[config.mk]
export PLATFORM = sky130hd
export DESIGN_NAME = div_sched
export DESIGN_NICKNAME = d
export VERILOG_FILES = /design/src/rtl/div_sched.sv
export SDC_FILE = /design/constraint.sdc
export NUM_CORES = 1
export LEC_CHECK = 0
export ABC_AREA = 1
export CORE_AREA = 2 2 53 93
export CTS_CLUSTER_DIAMETER = 80
export CTS_CLUSTER_SIZE = 40
export DETAILED_ROUTE_END_ITERATION = 8
export DIE_AREA = 0 0 55 95
export PLACE_DENSITY = 0.63
export SKIP_CTS_REPAIR_TIMING = 1
export SLEW_MARGIN = 25
export SYNTH_ARGS = -nofsm -noshare
export SYNTH_HDL_FRONTEND = slang
export SYNTH_SLANG_ARGS = --single-unit
[constraint.sdc]
create_clock -name clk -period 2 [get_ports clk]
set_input_delay 0.6 -clock clk [delete_from_list [all_inputs] [get_ports clk]]
set_output_delay 0.6 -clock clk [all_outputs]
set_load 0.1 [all_outputs]
[src/rtl/div_sched.sv]
// Arbitrates two divide requesters onto one shared multi-cycle divider.
// Round-robin grant, divide-by-zero short-circuit, registered results.
module div_sched #(
  parameter int unsigned LAT = 4
) (
  input  logic       clk,
  input  logic       rst,
  input  logic       req0,
  input  logic [3:0] a0,
  input  logic [3:0] b0,
  input  logic       req1,
  input  logic [3:0] a1,
  input  logic [3:0] b1,
  output logic       done0,
  output logic       done1,
  output logic [3:0] y,
  output logic       err,
  output logic       busy,
  output logic       dv_ld,
  output logic [3:0] dv_a,
  output logic [3:0] dv_b,
  input  logic [3:0] dv_y
);

  typedef enum logic [1:0] {IDLE, LOAD, WAIT, DONE} state_t;

  state_t     state;
  logic [2:0] cnt;
  logic       last;
  logic       ch;
  logic       gnt;
  logic [3:0] gnt_a;
  logic [3:0] gnt_b;

  // Round-robin pick: on a tie the channel not served last wins.
  always_comb begin
    gnt = req1;
    if (req0 && req1) gnt = ~last;
    gnt_a = gnt ? a1 : a0;
    gnt_b = gnt ? b1 : b0;
  end

  // Operand registers double as the divider operand outputs; cleared outside LOAD/WAIT.
  always_ff @(posedge clk) begin
    if (rst) begin
      state <= IDLE;
      cnt   <= 3'd0;
      last  <= 1'b1;
      ch    <= 1'b0;
      y     <= 4'h0;
      err   <= 1'b0;
      done0 <= 1'b0;
      done1 <= 1'b0;
      busy  <= 1'b0;
      dv_ld <= 1'b0;
      dv_a  <= 4'h0;
      dv_b  <= 4'h0;
    end else begin
      dv_ld <= 1'b0;
      done0 <= 1'b0;
      done1 <= 1'b0;
      case (state)
        IDLE: begin
          if (req0 || req1) begin
            ch   <= gnt;
            last <= gnt;
            busy <= 1'b1;
            if (gnt_b == 4'h0) begin
              y     <= 4'hF;
              err   <= 1'b1;
              done0 <= ~gnt;
              done1 <= gnt;
              state <= DONE;
            end else begin
              dv_a  <= gnt_a;
              dv_b  <= gnt_b;
              dv_ld <= 1'b1;
              state <= LOAD;
            end
          end
        end
        LOAD: begin
          cnt   <= 3'(LAT - 1);
          state <= WAIT;
        end
        WAIT: begin
          if (cnt == 3'd0) begin
            y     <= dv_y;
            err   <= 1'b0;
            dv_a  <= 4'h0;
            dv_b  <= 4'h0;
            done0 <= ~ch;
            done1 <= ch;
            state <= DONE;
          end else begin
            cnt <= cnt - 3'd1;
          end
        end
        DONE: begin
          busy  <= 1'b0;
          state <= IDLE;
        end
        default: state <= IDLE;
      endcase
    end
  end

endmodule

==> flow_summary.toml, run 1 <==
[run_status]
status = "complete, no violations"

[flow_run]
drv_cap = 0

[finish]
drive_above_1_share_pct = 28.1
finish.utilization_pct = 46.1
antennaDiodeCount = 0
syn_to_final_growth_pct = 59.7
multi_input_area_sq_um = 723
fill_cells = 450
seq_area_sq_um = 480
nets = 266

[die]
ios = 41
placementRows = 33
die_y_um = 95
die-area_sq_mm = 0.00523
start_util_pct = 28.9
die_w_um = 55
core_region_area_sq_mm = 0.00454

[setup_path]
crit_chain = "clkdlybuf4s50_1, nand2_2, nand2_4, nand2_1, nand2_1, nor2_2, nand3_4, nand2_4, inv_4, nor2_2, nor2_1"
cp.depth = 11
worst-endpoint-arrival_ps = 2040
cpMaxStageDelayCell = "clkdlybuf4s50_1"
crit_fanout = 8
endpoint_kind = "flip-flop"
worstPathRequired_ps = 2170
critPathTopFamily = "simple AND/OR/NAND/NOR gates"
start_kind = "primary input"
slowest_delay_ps = 440
reg2regPathDepth = 9
worstSetupPathType = "primary input to flip-flop"
worst-path-buf-inv = 2

[grt]
grt_pass1_wl_mm = 5.26
antenna_found_initial = 0
gr-total-overflow = 0
grtUsageTotal_pct = 13.7
grt_max_degree = 15
grt_pass1_vias = 1196

[sta]
finalCritPeriodShare_pct = 93.5
finalHoldViolCount = 0
min_period_ps = 1870
tightest_slew_ps = 376
slew_headroom_pct = 75.0
rsz0062_at_grt = "false"
fin_skew_ps = 6.66
setup_violations = 0
whs_ps = 466
slew_violations = 0
max_freq_ghz = 0.535

[power]
ir_worst_vdd_mv = 1.16
power_frac_seq_pct = 21.7
p_total_mw = 3.74
leakage_nw = 0.953
swShare_pct = 52.2
p_clk_share_pct = 8.8
power.density_mw_per_mm2 = 1790
internal-power_mw = 1.79
combinationalPowerShare_pct = 69.5
p_switching_mw = 1.95

[placed_design]
gp_congestion = 0.801
place_hpwl_mm = 2.64
io_buffers = 40

[synth]
ys_seq_area_share_pct = 36.6
syn_inst = 180
synth_top_family_by_area = "simple AND/OR/NAND/NOR gates"
synth_compound_area_share_pct = 8.78
synth_cell_types = 24
synth_nets = 210
synthAdderAreaFrac_pct = 5.73
ys_ff_latch = 24
syn_area_per_cell_sq_um = 7.28
netlist_area_sq_mm = 0.00131
synth-simple-area-share_pct = 39.3
yosysWarningCount = 0
synth-xor-area-share_pct = 0
synthMuxAreaShare_pct = 0

[min_path]
hp-class = "flip-flop to flip-flop"
min_path_cells = 2

[clock_tree]
cts_buffers = 3
path_clk_slew_ps = 90
ctsHtreeMaxLevel = 1
clock_latency_ps = 270
cts_sinks = 24
cts_tree = "yes"
cts_root_buf = "clkbuf_8"
clockBufferDepth = 2

[detailed_routing]
drt_iter0_drc = 13
drtPass1Iterations = 4
wl_per_cell_um = 11.1
routed_wl_mm = 3.18
avgViaCountPerCell = 4.39
drc = 0
num_vias = 1260
final_antenna_net_count = 0
[sequential cells by signal, summed over array words and instances, names as in the netlist]
signal,cells
last,1
y,4
ch,1
dv_ld,1
busy,1
err,1
done1,1
done0,1
cnt,3
state,2
dv_b,4
dv_a,4
[synthesized netlist by cell type, drive strengths merged]
cell / count / area, sq um
nand2: 47 / 224
inv: 20 / 85.1
dfxtp: 24 / 480
nand3b: 1 / 7.51
clkbuf: 2 / 17.5
nand3: 16 / 85.1
a221oi: 1 / 8.76
a21oi: 14 / 81.3
ha: 6 / 75.1
nor3: 1 / 5.00
or2: 5 / 31.3
o21ai: 5 / 25.0
buf: 2 / 22.5
nor2: 36 / 163
[layout make-up]
class	count	area share [%]
Tap cell	52	3.11
Multi-Input combinational cell	132	34.5
Timing Repair Buffer	55	32.7
Inverter	20	4.06
Sequential cell	24	22.9
Clock buffer	4	2.63
[cell usage in the layout, fill, tap and decap left out, types with 5 or more instances in the layout]
cell type        synthesis  layout
o21ai_0                  5       5
nand2_2                  4       6
dfxtp_1                 24      24
ha_1                     6       6
nand2_1                 38      36
nor2_2                   8       7
buf_4                    0      15
clkdlybuf4s50_1          0      22
nand3_1                 15      15
buf_12                   0      17
or2_2                    5       5
inv_1                   17      17
a21oi_1                 13      13
nand2_4                  5       5
nor2_1                  27      27
[through the flow]
step           setup WS [ps]  cells  setup TNS, ps  instance area (sq um)
6_report                 131    287              0                   2090
4_1_cts                 66.7    287              0                   2070
3_5_place_dp            -215    283          -2810                   2020
5_1_grt                 9.27    287              0                   2090
2_1_floorplan            348    180              0                   1310
3_3_place_gp            -183    283          -2380                   2020
[cells by family (layout without fill, tap and decap cells)]
group | count (synthesis) | in the layout
buffers and inverters | 24 | 79
adder cells (fa/ha/maj) | 6 | 6
flip-flops | 24 | 24
AND/OR/NAND/NOR | 106 | 106
AO/OA/AOI/OAI | 20 | 20
[power by group through the flow]
stage          Sequential (mW)  Clock, mW  Combinational (mW)
2_1_floorplan             1.58          0               0.983
3_3_place_gp             0.827          0                2.56
3_5_place_dp             0.825          0                2.59
4_1_cts                  0.815      0.341                2.60
5_1_grt                  0.833      0.360                2.78
6_report                 0.812      0.330                2.60
[routing by layer]
layer	vias to the layer above	track usage [%]	part of all wire (%)
met5	-	0	0
met4	0	3.66	0.91
met3	4	2.06	2.9
met2	26	23.8	55
met1	555	16.8	41
li1	675	-	-
[path summary, 6_finish.rpt]
check / slack (ps) / from / to
setup / recovery: 130 / req0 / dv_b[3]
hold / removal: 470 / cnt[2] / cnt[2]
setup reg to reg: 280 / state[1] / dv_b[3]
hold reg to reg: 470 / cnt[2] / cnt[2]
[worst register-to-register path: stages, from the launching register on]
cell and delay [ps]:
dfxtp_1 340, inv_1 110, ha_1 390, inv_1 180
a21oi_4 200, buf_4 140, nand2_4 70, inv_4 110
nor2_2 40, nor2_1 80
No activity file was read; power rests on OpenSTA's default activity.
==> run 2, diff against run 1 <==
--- a/constraint.sdc
+++ b/constraint.sdc
@@ -3,2 +3,2 @@
 set_output_delay 0.6 -clock clk [all_outputs]
-set_load 0.1 [all_outputs]
+set_load 0.01 [all_outputs]
==> run 2 against run 1 <==
Via count is 1.5% higher. Sequential power is 7.3% lower. Worst hold slack hardly changed. Largest cell class unchanged. Flip-flop and latch count stayed put. Maximum frequency is 1.2% lower. Clock power is 29% higher. Core utilization is 3.2 points lower. Clock skew is 1.1 ps higher. Register-to-register slack hardly changed. Critical endpoint is now dv_a[3]. Routed wire length is 1.5% higher. Global-route usage is 0.30 points lower. First-iteration DRC count is 15% lower.
==> flow_summary.toml, run 2 (synthesis results as in run 1) <==
[run_status]
status = "complete, no violations"

[detailed_routing]
drc = 0
drt_iter0_drc = 11
wl_per_cell_um = 11.2
num_vias = 1279
final_antenna_net_count = 0
avgViaCountPerCell = 4.44
drtPass1Iterations = 4
routed_wl_mm = 3.23

[clock_tree]
clock_latency_ps = 270
cts_tree = "yes"
cts_root_buf = "clkbuf_8"
ctsHtreeMaxLevel = 1
clockBufferDepth = 2
path_clk_slew_ps = 90
cts_sinks = 24
cts_buffers = 3

[setup_path]
start_kind = "primary input"
reg2regPathDepth = 9
worstPathRequired_ps = 2170
startpoint = "req0"
worst-endpoint-arrival_ps = 2060
timing.rr.end = "dv_a[3]"
crit_end = "dv_a[3]"
crit_fanout = 8
reg2reg_setup_slack_ps = 280
endpoint_kind = "flip-flop"
worstSetupPathType = "primary input to flip-flop"
r2r_start = "state[0]"

[sta]
min_period_ps = 1890
finalHoldViolCount = 0
finalCritPeriodShare_pct = 94.5
tightest_slew_ps = 393
slew_headroom_pct = 73.8
max_freq_ghz = 0.529
slew_violations = 0
setup_violations = 0
fin_skew_ps = 7.72

[finish]
top_regs = "dv_a (4), dv_b (4), y (4)"
layout_common_cells = "clkdlybuf4s50_1, nand2_1, nor2_1"
antennaDiodeCount = 0
final_cells = 288
syn_to_final_growth_pct = 48.8
finish.utilization_pct = 42.9
nets = 267
drive_above_1_share_pct = 21.6
final_common_cell = "clkdlybuf4s50_1"

[grt]
grt_max_degree = 15
grtUsageTotal_pct = 13.4
grt_pass1_wl_mm = 5.08
antenna_found_initial = 0
grt_pass1_vias = 1180
gr-total-overflow = 0

[placed_design]
gp_congestion = 0.794
io_buffers = 40
dp_cells = 284
place_hpwl_mm = 2.65

[flow_run]
drv_cap = 0

[power]
leakage_nw = 0.879
ir_worst_vdd_mv = 0.719
power.density_mw_per_mm2 = 1410

[die]
core_region_area_sq_mm = 0.00454
ios = 41
die-area_sq_mm = 0.00523
die_w_um = 55
start_util_pct = 28.9
placementRows = 33
die_y_um = 95

[min_path]
holdCritStartpoint = "cnt[2]"
hp-class = "flip-flop to flip-flop"
==> run 2: layout make-up <==
| class | count | area [sq um] |
|---|---|---|
| Clock inverter | 1 | 30.0 |
| Clock buffer | 3 | 41.3 |
| Fill cell | 503 | 2590 |
| Timing Repair Buffer | 56 | 523 |
| Sequential cell | 24 | 480 |
| Inverter | 20 | 85.1 |
| Multi-Input combinational cell | 132 | 726 |
| Tap cell | 52 | 65.1 |
==> run 2: power by group <==
| part | switching [mW] | leakage [nW] | internal (mW) |
|---|---|---|---|
| logic | 0.858 | 0.645 | 0.719 |
| clock network | 0.158 | 0.0357 | 0.268 |
| registers | 0.100 | 0.199 | 0.653 |
==> run 2: critical path, stage by stage <==
cell,delay [ps]
clkdlybuf4s50_1,430
nand2_2,130
nand2_4,80
nand2_1,70
nand2_1,80
nor2_2,180
nand3_4,160
nand2_4,140
inv_4,60
nor2_2,70
nor2_1,40
==> run 2: worst min-delay path by stage <==
stage | end | slack [ps] | cells after the start
floorplan | last | 430 | 2
global placement | cnt[2] | 450 | 2
detailed placement | cnt[2] | 460 | 2
CTS | cnt[2] | 470 | 2
global route | cnt[2] | 510 | 2
finish | cnt[2] | 470 | 2
==> run 2: per-stage QoR <==
stage	setup WS [ps]	instance area, sq um	hold WS (ps)	TNS, ps	total power, mW
after floorplan	358	1310	429	0	1.78
after CTS	54.5	1930	473	0	2.78
after global routing	-19.0	1950	507	-32.3	2.99
after detailed placement	-223	1860	459	-2830	2.34
after global placement	-200	1860	451	-2690	2.32
final	109	1950	467	0	2.76
==> run 2: layer usage <==
metal | up-vias | part of all wire [%] | GRT usage, % | wire, um
li1 | 676 | - | - | -
met1 | 569 | 41 | 16.4 | 1310
met2 | 27 | 54 | 22.3 | 1740
met3 | 7 | 3.0 | 1.90 | 97
met4 | 0 | 2.3 | 5.69 | 73
met5 | - | 0 | 0 | 0
